File: src/rtl/daio_rx_sequencer_pkg.sv
// Shared definitions for the digital-audio receive sequencer: state codes,
// control/status bit positions and default frame geometry.
package daio_rx_sequencer_pkg;

  typedef enum logic [3:0] {
    L0_IDLE        = 4'd0,
    L1_HUNT        = 4'd1,
    L2_A_START_BLK = 4'd2,
    L3_A_DATA_BLK  = 4'd3,
    L4_WAIT_B      = 4'd4,
    L5_B_DATA      = 4'd5,
    L6_WAIT_A      = 4'd6,
    L7_A_DATA      = 4'd7,
    L8_WAIT_BLK    = 4'd8,
    L9_ERROR       = 4'd9,
    L10_RECOVER    = 4'd10
  } state_t;

  localparam int RXC_ENABLE   = 0;
  localparam int RXC_CLR_ERR  = 1;
  localparam int RXC_XSEL_LSB = 2;
  localparam int RXC_XSEL_MSB = 3;

  localparam int RXS_SYNC_ERR = 0;
  localparam int RXS_LOCKED   = 1;

  localparam int DEFAULT_SUBFRAME_BITS    = 28;
  localparam int DEFAULT_FRAMES_PER_BLOCK = 192;
  localparam int DEFAULT_PREAMBLE_TIMEOUT = 64;

  function automatic logic is_wait(state_t s);
    return (s == L4_WAIT_B) || (s == L6_WAIT_A) || (s == L8_WAIT_BLK);
  endfunction

  function automatic logic is_locked(state_t s);
    return (s >= L2_A_START_BLK) && (s <= L8_WAIT_BLK);
  endfunction

endpackage

File: src/rtl/daio_rx_sequencer_if.sv
// Bus between the biphase decoder / register bank side (master) and the
// receive sequencer (slave).
interface daio_rx_sequencer_if;
  logic [3:0] xtal;
  logic [3:0] rx_control;
  logic       preamble_1;
  logic       preamble_2;
  logic       preamble_3;
  logic       carrier_loss;
  logic [3:0] pc;
  logic       load_A;
  logic       load_B;
  logic       load_buff;
  logic [8:0] frame_counter;
  logic       clock_out;
  logic [1:0] rx_status_hi;

  modport master (
    output xtal, rx_control, preamble_1, preamble_2, preamble_3, carrier_loss,
    input  pc, load_A, load_B, load_buff, frame_counter, clock_out, rx_status_hi
  );

  modport slave (
    input  xtal, rx_control, preamble_1, preamble_2, preamble_3, carrier_loss,
    output pc, load_A, load_B, load_buff, frame_counter, clock_out, rx_status_hi
  );
endinterface

File: src/rtl/daio_preamble_timer.sv
// Loadable 7-bit cycle counter that flags when a waiting state has lasted
// TIMEOUT cycles without its preamble.
module daio_preamble_timer
  import daio_rx_sequencer_pkg::*;
#(
  parameter int TIMEOUT = DEFAULT_PREAMBLE_TIMEOUT
) (
  input  logic clock,
  input  logic reset,
  input  logic load,
  input  logic enable,
  output logic expired
);

  localparam logic [6:0] LAST = 7'(TIMEOUT - 1);

  logic [6:0] count;

  // NOTE: sequential state uses non-blocking assignments so every flop samples
  // the pre-edge values of its peers, independent of process ordering.
  always_ff @(posedge clock) begin
    if (reset || load) count <= '0;
    else if (enable)   count <= count + 7'd1;
  end

  assign expired = (count == LAST);

endmodule

File: src/rtl/daio_rx_sequencer.sv
// Frame/subframe sequencer: follows preambles, paces subframe data bits,
// strobes the register bank and keeps the block frame index.
module daio_rx_sequencer
  import daio_rx_sequencer_pkg::*;
#(
  parameter int SUBFRAME_BITS    = DEFAULT_SUBFRAME_BITS,
  parameter int FRAMES_PER_BLOCK = DEFAULT_FRAMES_PER_BLOCK,
  parameter int PREAMBLE_TIMEOUT = DEFAULT_PREAMBLE_TIMEOUT
) (
  input logic             clock,
  input logic             reset,
  daio_rx_sequencer_if.slave bus
);

  localparam logic [6:0] BIT_LAST   = 7'(SUBFRAME_BITS - 1);
  localparam logic [8:0] FRAME_LAST = 9'(FRAMES_PER_BLOCK - 1);

  state_t     state, next_state;
  logic [6:0] bit_count_a, bit_count_a_nxt;
  logic [6:0] bit_count_b, bit_count_b_nxt;
  logic [8:0] frame_count, frame_count_nxt;
  logic       load_a, load_b, load_buff;
  logic       load_a_nxt, load_b_nxt, load_buff_nxt;
  logic       locked, sync_err;
  logic       enable, p_exp, p_unexp, expired, stay_wait, set_err, clear_all;

  assign enable    = bus.rx_control[RXC_ENABLE];
  assign stay_wait = is_wait(state) && (next_state == state);

  daio_preamble_timer #(.TIMEOUT(PREAMBLE_TIMEOUT)) u_timer (
    .clock   (clock),
    .reset   (reset),
    .load    (!stay_wait),
    .enable  (stay_wait),
    .expired (expired)
  );

  always_ff @(posedge clock) begin
    if (reset) begin
      state         <= L0_IDLE;
      bit_count_a   <= '0;
      bit_count_b   <= '0;
      frame_count   <= '0;
      load_a        <= 1'b0;
      load_b        <= 1'b0;
      load_buff     <= 1'b0;
      locked        <= 1'b0;
      sync_err      <= 1'b0;
      bus.clock_out <= 1'b0;
    end else begin
      state         <= next_state;
      bit_count_a   <= bit_count_a_nxt;
      bit_count_b   <= bit_count_b_nxt;
      frame_count   <= frame_count_nxt;
      load_a        <= load_a_nxt;
      load_b        <= load_b_nxt;
      load_buff     <= load_buff_nxt;
      locked        <= is_locked(next_state);
      // A new error in the same cycle as a clear request survives.
      sync_err      <= set_err | (sync_err & ~bus.rx_control[RXC_CLR_ERR]);
      bus.clock_out <= bus.xtal[bus.rx_control[RXC_XSEL_MSB:RXC_XSEL_LSB]];
    end
  end

  // NOTE: every variable written here gets a default first, so no path can
  // leave one unassigned and infer a latch.
  always_comb begin
    next_state = state;
    p_exp      = 1'b0;
    p_unexp    = 1'b0;
    case (state)
      L4_WAIT_B:   begin p_exp = bus.preamble_3; p_unexp = bus.preamble_1 | bus.preamble_2; end
      L6_WAIT_A:   begin p_exp = bus.preamble_2; p_unexp = bus.preamble_1 | bus.preamble_3; end
      L8_WAIT_BLK: begin p_exp = bus.preamble_1; p_unexp = bus.preamble_2 | bus.preamble_3; end
      default: ;
    endcase

    if (!enable)
      next_state = L0_IDLE;
    else if (bus.carrier_loss && state != L0_IDLE)
      next_state = L9_ERROR;
    else if (is_wait(state) && (p_unexp || (expired && !p_exp)))
      next_state = L1_HUNT;
    else begin
      case (state)
        L0_IDLE:        next_state = L1_HUNT;
        L1_HUNT:        if (bus.preamble_1) next_state = L2_A_START_BLK;
        L2_A_START_BLK: next_state = L3_A_DATA_BLK;
        L3_A_DATA_BLK,
        L7_A_DATA:      if (bit_count_a == BIT_LAST) next_state = L4_WAIT_B;
        L5_B_DATA:      if (bit_count_b == BIT_LAST)
                          next_state = (frame_count == FRAME_LAST) ? L8_WAIT_BLK : L6_WAIT_A;
        L4_WAIT_B:      if (p_exp) next_state = L5_B_DATA;
        L6_WAIT_A:      if (p_exp) next_state = L7_A_DATA;
        L8_WAIT_BLK:    if (p_exp) next_state = L2_A_START_BLK;
        L9_ERROR:       next_state = L10_RECOVER;
        L10_RECOVER:    next_state = L1_HUNT;
        default:        next_state = L0_IDLE;
      endcase
    end
  end

  // Strobes and counter updates follow from the transition actually taken,
  // so a pre-empted transition can never emit a strobe.
  always_comb begin
    load_a_nxt    = (state == L3_A_DATA_BLK || state == L7_A_DATA) && next_state == L4_WAIT_B;
    load_b_nxt    = (state == L5_B_DATA) && (next_state == L6_WAIT_A || next_state == L8_WAIT_BLK);
    load_buff_nxt = (state == L5_B_DATA) && (next_state == L8_WAIT_BLK);
    set_err       = is_wait(state) && (next_state == L1_HUNT);
    clear_all     = (next_state == L0_IDLE) || set_err ||
                    (state == L10_RECOVER && next_state == L1_HUNT);

    bit_count_a_nxt = bit_count_a;
    if (clear_all || load_a_nxt)
      bit_count_a_nxt = '0;
    else if ((state == L3_A_DATA_BLK || state == L7_A_DATA) && next_state == state)
      bit_count_a_nxt = bit_count_a + 7'd1;

    bit_count_b_nxt = bit_count_b;
    if (clear_all || load_b_nxt)
      bit_count_b_nxt = '0;
    else if (state == L5_B_DATA && next_state == state)
      bit_count_b_nxt = bit_count_b + 7'd1;

    frame_count_nxt = frame_count;
    if (clear_all)
      frame_count_nxt = '0;
    else if (load_b_nxt)
      frame_count_nxt = (frame_count == FRAME_LAST) ? 9'd0 : frame_count + 9'd1;
  end

  assign bus.pc                         = state;
  assign bus.load_A                     = load_a;
  assign bus.load_B                     = load_b;
  assign bus.load_buff                  = load_buff;
  assign bus.frame_counter              = frame_count;
  assign bus.rx_status_hi[RXS_LOCKED]   = locked;
  assign bus.rx_status_hi[RXS_SYNC_ERR] = sync_err;

endmodule

File: src/flat_wrapper.sv
// flat-port wrapper written by rule: the top's interface ports become plain ports
module daio_rx_sequencer_flat import daio_rx_sequencer_pkg::*;
#(
  parameter int SUBFRAME_BITS    = DEFAULT_SUBFRAME_BITS,
  parameter int FRAMES_PER_BLOCK = DEFAULT_FRAMES_PER_BLOCK,
  parameter int PREAMBLE_TIMEOUT = DEFAULT_PREAMBLE_TIMEOUT
)
  (clock, reset, bus_xtal, bus_rx_control, bus_preamble_1, bus_preamble_2, bus_preamble_3, bus_carrier_loss, bus_pc, bus_load_A, bus_load_B, bus_load_buff, bus_frame_counter, bus_clock_out, bus_rx_status_hi);
  daio_rx_sequencer_if bus_i ();
  input logic clock;
  input logic reset;
  input wire logic [$bits(bus_i.xtal)-1:0] bus_xtal;
  input wire logic [$bits(bus_i.rx_control)-1:0] bus_rx_control;
  input wire logic [$bits(bus_i.preamble_1)-1:0] bus_preamble_1;
  input wire logic [$bits(bus_i.preamble_2)-1:0] bus_preamble_2;
  input wire logic [$bits(bus_i.preamble_3)-1:0] bus_preamble_3;
  input wire logic [$bits(bus_i.carrier_loss)-1:0] bus_carrier_loss;
  output wire logic [$bits(bus_i.pc)-1:0] bus_pc;
  output wire logic [$bits(bus_i.load_A)-1:0] bus_load_A;
  output wire logic [$bits(bus_i.load_B)-1:0] bus_load_B;
  output wire logic [$bits(bus_i.load_buff)-1:0] bus_load_buff;
  output wire logic [$bits(bus_i.frame_counter)-1:0] bus_frame_counter;
  output wire logic [$bits(bus_i.clock_out)-1:0] bus_clock_out;
  output wire logic [$bits(bus_i.rx_status_hi)-1:0] bus_rx_status_hi;
  assign bus_i.xtal = bus_xtal;
  assign bus_i.rx_control = bus_rx_control;
  assign bus_i.preamble_1 = bus_preamble_1;
  assign bus_i.preamble_2 = bus_preamble_2;
  assign bus_i.preamble_3 = bus_preamble_3;
  assign bus_i.carrier_loss = bus_carrier_loss;
  assign bus_pc = bus_i.pc;
  assign bus_load_A = bus_i.load_A;
  assign bus_load_B = bus_i.load_B;
  assign bus_load_buff = bus_i.load_buff;
  assign bus_frame_counter = bus_i.frame_counter;
  assign bus_clock_out = bus_i.clock_out;
  assign bus_rx_status_hi = bus_i.rx_status_hi;
  daio_rx_sequencer #(.SUBFRAME_BITS(SUBFRAME_BITS), .FRAMES_PER_BLOCK(FRAMES_PER_BLOCK), .PREAMBLE_TIMEOUT(PREAMBLE_TIMEOUT)) u_core (.clock(clock), .reset(reset), .bus(bus_i));
endmodule
File: config.mk
export PLATFORM = sky130hd
export DESIGN_NAME = daio_rx_sequencer_flat
export DESIGN_NICKNAME = d
export VERILOG_FILES = /design/src/rtl/daio_rx_sequencer_pkg.sv /design/src/rtl/daio_rx_sequencer_if.sv /design/src/rtl/daio_preamble_timer.sv /design/src/rtl/daio_rx_sequencer.sv /design/src/flat_wrapper.sv
export SDC_FILE = /design/constraint.sdc
export NUM_CORES = 1
export LEC_CHECK = 0
export BUFFER_PORTS_ARGS = -buffer_cell sky130_fd_sc_hd__buf_2
export CAP_MARGIN = 20
export CORE_MARGIN = 1.5
export CORE_UTILIZATION = 30
export CTS_BUF_LIST = sky130_fd_sc_hd__clkbuf_4 sky130_fd_sc_hd__clkbuf_8
export CTS_CLUSTER_DIAMETER = 150
export DETAILED_ROUTE_END_ITERATION = 6
export SLEW_MARGIN = 20
export SYNTH_ARGS = -nofsm -noshare
export SYNTH_HDL_FRONTEND = slang
export SYNTH_SLANG_ARGS = --single-unit
File: constraint.sdc
create_clock -name clock -period 2.6 [get_ports clock]
set_clock_uncertainty 0.05 [all_clocks]
set_input_delay 0 -clock clock [delete_from_list [all_inputs] [get_ports clock]]
set_output_delay 0 -clock clock [all_outputs]
set_load 0.005 [all_outputs]
# Word-level counts from Yosys, hierarchy flattened
# Index checks and enable logic that the tools add are counted.
word_totals:
  ff_bits: 40
  input_bits: 14
  out_inout_bits: 19
  elab_cells: 91
op_classes:
  n_addsub: 4
  order_cmp: 3
  n_eq_ne: 19
  mux: 16
  bitwise: 6
  reduce_logical: 32
ops:
  columns: ["operator", "count"]
  rows:
  - ["$mux W4", 10]
  - ["$pmux W4 S9", 1]
  - ["$eq A4 B3 Y1 const B", 6]
  - ["$add A7 B1 Y7 const B", 3]
  - ["$eq A4 B4 Y1 const B", 4]
  - ["$eq A7 B5 Y1 const B", 2]
  - ["$logic_and A1 B1 Y1", 12]
  - ["$logic_or A1 B1 Y1", 10]
  - ["$reduce_or A2 Y1", 5]
  - ["$add A9 B1 Y9 const B", 1]
  - ["$eq A9 B8 Y1 const B", 1]
  - ["$mux W9", 1]
  - ["$eq A4 B1 Y1 const B", 2]
  - ["$eq A4 B2 Y1 const B", 2]
  - ["$logic_not A4 Y1", 2]
  - ["$eq A7 B6 Y1 const B", 1]
  - ["$pmux W1 S3", 2]
  - ["$eq A4 B4 Y1", 1]
  - ["$ge A4 B2 Y1 const B", 1]
  - ["$le A4 B4 Y1 const B", 1]
  - ["$or A1 B1 Y1", 4]
  - ["$reduce_bool A4 Y1", 1]
  - ["$lt A2 B3 Y1 const B", 1]
  - ["$bmux W1 S2", 1]
  - ["4 further kinds", 5]

# Logic depth before layout (Yosys ltp)
logic_depth:
  ltp_word: 15
  ltp_mapped: 10

# Cells and area by module
# Synthesis repeated with hierarchy kept, for this count alone.
hier_totals:
  cells_unflattened: 283
  area_unflattened_um2: 2461.1
modules_own_cells:
  columns: ["module", "instances", "cells_per_inst", "area_per_inst_um2", "seq_area_each_um2"]
  rows:
  - ["daio_rx_sequencer", 1, 248, 2152.1, 660.6]
  - ["daio_preamble_timer", 1, 35, 309.0, 140.1]

# Worst setup path before layout
# OpenSTA, ideal clock, no wires.
synth_timing:
  kind: "register to register"
  from: "register u_core.frame_count[0] (netlist: u_core.bus.frame_counter[0])"
  to: "register u_core.frame_count[7] (netlist: u_core.bus.frame_counter[7])"
  arrival_time_ns: 2.476
  setup_slack_ns: -0.005
  path_stages_with_launch: 10
  path_buffers: 1
  period_less_slack_ns: 2.605
  cell_sequence: "dfxtp_1 ha_1 nand2_1 or4_4 o221ai_2 a31oi_2 or3_1 buf_2 or3_1 a211oi_2"
synth_via:
  elab_chain_cells: 12
  word_cells_on_any_way: 20
  classes_between: "add/sub (1); eq/ne (4); mux (7); reduce/logical (8)"
synth_rtl:
  columns: ["element", "line", "source"]
  rows:
  - ["start: declaration", "daio_rx_sequencer.sv:21", "logic [8:0] frame_count, frame_count_nxt;"]
  - ["start signal: assignment", "daio_rx_sequencer.sv:54", "frame_count <= frame_count_nxt;"]
  - ["$eq A9 B8 Y1", "daio_rx_sequencer.sv:92, daio_rx_sequencer.sv:129", null]
  - ["$mux W4", "daio_rx_sequencer.sv:92", "next_state = (frame_count == FRAME_LAST) ? L8_WAIT_BLK : L6_WAIT_A;"]
  - ["$mux W4", "daio_rx_sequencer.sv:91", "L5_B_DATA: if (bit_count_b == BIT_LAST)"]
  - ["$pmux W4 S9", "daio_rx_sequencer.sv:85", "case (state)"]
  - ["$mux W4", "daio_rx_sequencer.sv:82", "else if (is_wait(state) && (p_unexp || (expired && !p_exp)))"]
  - ["$mux W4", "daio_rx_sequencer.sv:80", "else if (bus.carrier_loss && state != L0_IDLE)"]
  - ["$mux W4", "daio_rx_sequencer.sv:78", "if (!enable)"]
  - ["$eq A4 B1 Y1", "daio_rx_sequencer.sv:109, daio_rx_sequencer.sv:111", null]
  - ["$logic_and A1 B1 Y1", "daio_rx_sequencer.sv:109", "set_err = is_wait(state) && (next_state == L1_HUNT);"]
  - ["$logic_or A1 B1 Y1 (2 in a row)", "daio_rx_sequencer.sv:110", "clear_all = (next_state == L0_IDLE) || set_err ||"]
  - ["$reduce_or A2 Y1 (no line)", null, null]
# Parallel ways exist; a longest one is shown, timed or not.
# A chain may end at the register's enable or synchronous reset.

# Worst setup path in the final report
layout_timing:
  from: "register u_core.state[3] (netlist: u_core.bus.pc[3])"
  to: "register u_core.frame_count[7] (netlist: u_core.bus.frame_counter[7])"
layout_via:
  elab_chain_cells: 14
  word_cells_on_any_way: 44
  classes_between: "eq/ne (13); mux (12); reduce/logical (19)"
layout_rtl:
  columns: ["element", "line", "source"]
  rows:
  - ["start: declaration", "daio_rx_sequencer.sv:18", "state_t state, next_state;"]
  - ["start signal: assignment", "daio_rx_sequencer.sv:51", "state <= next_state;"]
  - ["parallel branches: the longest is 14 deep, another holds $pmux W4 S9", null, null]
# Parallel ways; which one is timed is not known.

==> impl_metrics.json <==
{
  "place_area_um2": 2878,
  "cts.htree.levels": 2,
  "grt_pass1_wl_um": 9811,
  "die_area_um2": 8342,
  "nNetsFinal": 372,
  "crit_fanout": 22,
  "worstHoldPathType": "in2reg",
  "max_freq_ghz": 0.4028,
  "peakVddDrop_mv": 0.2213,
  "ys_seq_elements": 40,
  "post-route-period-util_pct": 95.49,
  "cts_root_buffer": "clkbuf_8",
  "synth_edf_count": 0,
  "synth_ff_type": "dfxtp_1",
  "core-area_um2": 7647,
  "antenna_found_initial": 0,
  "grt_pass1_vias": 2118,
  "drv_slew": 0,
  "cts_sinks": 40,
  "tightest_slew_ns": 0.5997,
  "drc": 0,
  "path_clk_slew_ns": 0.08,
  "hold_start": "bus_rx_control[0]",
  "grt_max_degree": 23,
  "clock_path_buffers": 2,
  "max-slew-margin-rel_pct": 59.65,
  "critPathKind": "reg2reg",
  "fp.dieW_um": 91.34,
  "worstPathRequired_ns": 2.77,
  "cts_tree": "built",
  "grt_remaining_overflow": 0,
  "synth_nets": 298,
  "first_pass_iters": 4,
  "crit_path_start_kind": "flip-flop",
  "status": "finished clean",
  "ioPinCount": 33,
  "r2r_start": "u_core.bus.pc[3]$_SDFF_PP0_",
  "synth_area_um2": 2341,
  "first_iter_violations": 112,
  "routedWlPerCell_um": 12.76,
  "worstSetupStartpoint": "u_core.bus.pc[3]$_SDFF_PP0_",
  "drive_gt1_share_pct": 34.08,
  "grt_usage_pct": 14.52,
  "r2r_end": "u_core.bus.frame_counter[7]$_SDFFE_PP0P_",
  "timing.hold.ws_ns": 0.03269,
  "viasPerCell": 5.048,
  "cts_made_buffers": 5,
  "power_density_nw_per_um2": 424.7,
  "cp.arrival_ns": 2.65,
  "gp_congestion": 0.8673,
  "fin_crit_ns": 2.483,
  "start_util_pct": 30.61,
  "detail-route-antenna-nets": 0,
  "crit_end": "u_core.bus.frame_counter[7]$_SDFFE_PP0P_",
  "dieHeight_um": 91.34,
  "power.total_mw": 1.335,
  "numPortBuffers": 32,
  "synthCells": 280,
  "cap_violations": 0,
  "r2r_cells": 8,
  "vias": 2307,
  "syn_area_per_cell_um2": 8.361,
  "final-setup-viol-count": 0,
  "drt-total-wl_um": 5832,
  "reg2reg_slack_ns": 0.12,
  "dp_hpwl_um": 4377,
  "async_flop_share_pct": 0,
  "ys_types": 60,
  "leakagePower_nw": 1.157,
  "ys_warn_count": 0,
  "crit_path_end_kind": "flip-flop",
  "fin_area_um2": 3143,
  "yosysSeqAreaShare_pct": 34.21,
  "std_cell_rows": 32,
  "report.final.hold_viol_count": 0,
  "antenna_cells": 0,
  "clock_latency_ns": 0.29,
  "synthToLayoutAreaGrowth_pct": 34.26
}
[worst min path at each step]
| stage | slack [ns] | cells after the start | endpoint |
|---|---|---|---|
| after global routing | 0.05 | 3 | u_core.bus.clock_out$_SDFF_PP0_ |
| after global placement | 0.22 | 3 | u_core.sync_err$_SDFF_PP0_ |
| after CTS | 0.04 | 3 | u_core.bus.clock_out$_SDFF_PP0_ |
| after floorplan | 0.12 | 2 | u_core.bus.pc[0]$_SDFF_PP0_ |
| after detailed placement | 0.23 | 3 | u_core.sync_err$_SDFF_PP0_ |
| final | 0.03 | 3 | u_core.bus.pc[0]$_SDFF_PP0_ |
[final cells by class]
class | count | area (um^2)
Clock buffer | 7 | 96.34
Fill cell | 752 | 4504
Clock inverter | 1 | 30.03
Sequential cell | 40 | 805.8
Tap cell | 102 | 127.6
Multi-Input combinational cell | 218 | 1524
Timing Repair Buffer | 79 | 521.8
Inverter | 10 | 37.54
[power breakdown]
part / total [mW] / switching, mW / internal [mW] / leakage [nW]
logic: 0.157 / 0.0876 / 0.0690 / 0.768
registers: 0.621 / 0.00487 / 0.616 / 0.325
clock network: 0.557 / 0.218 / 0.339 / 0.0645
[synth_stat cells, types with 2 or more instances]
library cell | n | share of area (%)
a21oi_1 | 19 | 4.1
a31oi_1 | 3 | 0.80
and2_1 | 2 | 0.53
and3_1 | 2 | 0.53
buf_2 | 4 | 0.86
buf_4 | 3 | 0.96
buf_6 | 2 | 0.96
clkbuf_1 | 2 | 0.32
dfxtp_1 | 40 | 34
ha_1 | 4 | 2.1
inv_1 | 10 | 1.6
mux2i_1 | 4 | 1.7
nand2_1 | 16 | 2.6
nand2b_1 | 6 | 1.6
nand3_1 | 12 | 2.6
nand4_1 | 6 | 1.6
nor2_1 | 31 | 5.0
nor2b_1 | 3 | 0.80
nor3_1 | 14 | 3.0
nor4_1 | 9 | 2.4
nor4b_1 | 2 | 0.75
o211ai_1 | 3 | 0.96
o21a_1 | 2 | 0.64
o21ai_0 | 10 | 2.1
o21ai_2 | 3 | 1.1
o31ai_1 | 7 | 2.2
or2_2 | 2 | 0.53
or3_1 | 10 | 2.7
or4_1 | 5 | 1.6
xnor2_1 | 8 | 3.0
xor2_1 | 7 | 2.6
[critical path, cell delays in order (launching register included)]
cell,delay [ns]
dfxtp_1,0.31
buf_4,0.20
and4bb_2,0.34
nand3_1,0.19
o221ai_2,0.26
a31oi_2,0.13
or3_1,0.34
or3_1,0.37
a211oi_2,0.22
[sequential cells by signal (all words and copies together) (netlist names)]
name	flops
u_core.bus.load_B	1
u_core.bus.pc	4
u_core.bus.load_buff	1
u_core.bus.clock_out	1
u_core.bit_count_b	7
u_core.bus.frame_counter	9
u_core.bit_count_a	7
u_core.sync_err	1
u_core.locked	1
u_core.u_timer.count	7
u_core.bus.load_A	1
[cells by family after synthesis]
family / synth area share, %
multiplexers: 3.153
AO/OA/AOI/OAI: 19.30
XOR/XNOR: 5.612
buffers and inverters: 4.864
adder cells (fa/ha/maj): 2.566
AND/OR/NAND/NOR: 30.31
flip-flops: 34.21
[routing by layer]
metal | wire length [um] | GRT usage, % | vias to the layer above
li1 | - | - | 1187
met1 | 2804 | 19.93 | 1063
met2 | 2641 | 21.89 | 46
met3 | 254 | 2.931 | 11
met4 | 130 | 6.250 | 0
met5 | 0 | 0 | -
[layout by cell type, fill, tap and decap left out, types with 2 or more instances in the layout]
| master | instances |
|---|---|
| o21a_1 | 2 |
| nor4b_1 | 2 |
| nor4_4 | 2 |
| dfxtp_1 | 36 |
| nor2b_1 | 3 |
| or3_1 | 10 |
| ha_2 | 2 |
| or4_1 | 5 |
| or2_2 | 2 |
| clkbuf_8 | 7 |
| nand3_1 | 10 |
| xor2_1 | 7 |
| dfxtp_2 | 4 |
| ha_1 | 2 |
| buf_2 | 32 |
| o31ai_1 | 6 |
| o211ai_1 | 3 |
| and3_1 | 2 |
| a31oi_1 | 3 |
| nor3_1 | 10 |
| nor2_1 | 31 |
| and2_1 | 2 |
| nor3_2 | 4 |
| dlygate4sd3_1 | 2 |
| a21oi_1 | 18 |
| nand2b_1 | 6 |
| inv_1 | 10 |
| o21ai_2 | 2 |
| mux2i_1 | 4 |
| o21ai_0 | 9 |
| nand2_1 | 16 |
| nand3_2 | 2 |
| xnor2_1 | 8 |
| buf_4 | 44 |
| nor4_1 | 7 |
| nand4_1 | 6 |
[timing repair]
item | in CTS | in global routing
resized for setup | 2 | 21
hold buffers | 2 | 0
setup buffers | 1 | 1
pin swaps | 1 | 4
setup endpoints to repair | 15 | 33
endpoints found under the hold margin | 6 | 0
[through the flow]
stage / worst slack (ns) / utilization (%) / TNS, ns / instances
2_1_floorplan: 0.002822 / - / 0 / 280
3_3_place_gp: -0.05416 / 37.63 / -0.5722 / 445
3_5_place_dp: -0.08192 / 37.63 / -0.8480 / 445
4_1_cts: 0.03055 / 39.79 / 0 / 456
5_1_grt: -0.002421 / 41.10 / -0.002421 / 457
6_report: 0.1172 / 41.10 / 0 / 457
Note: power is estimated with default switching activity, not from simulation.
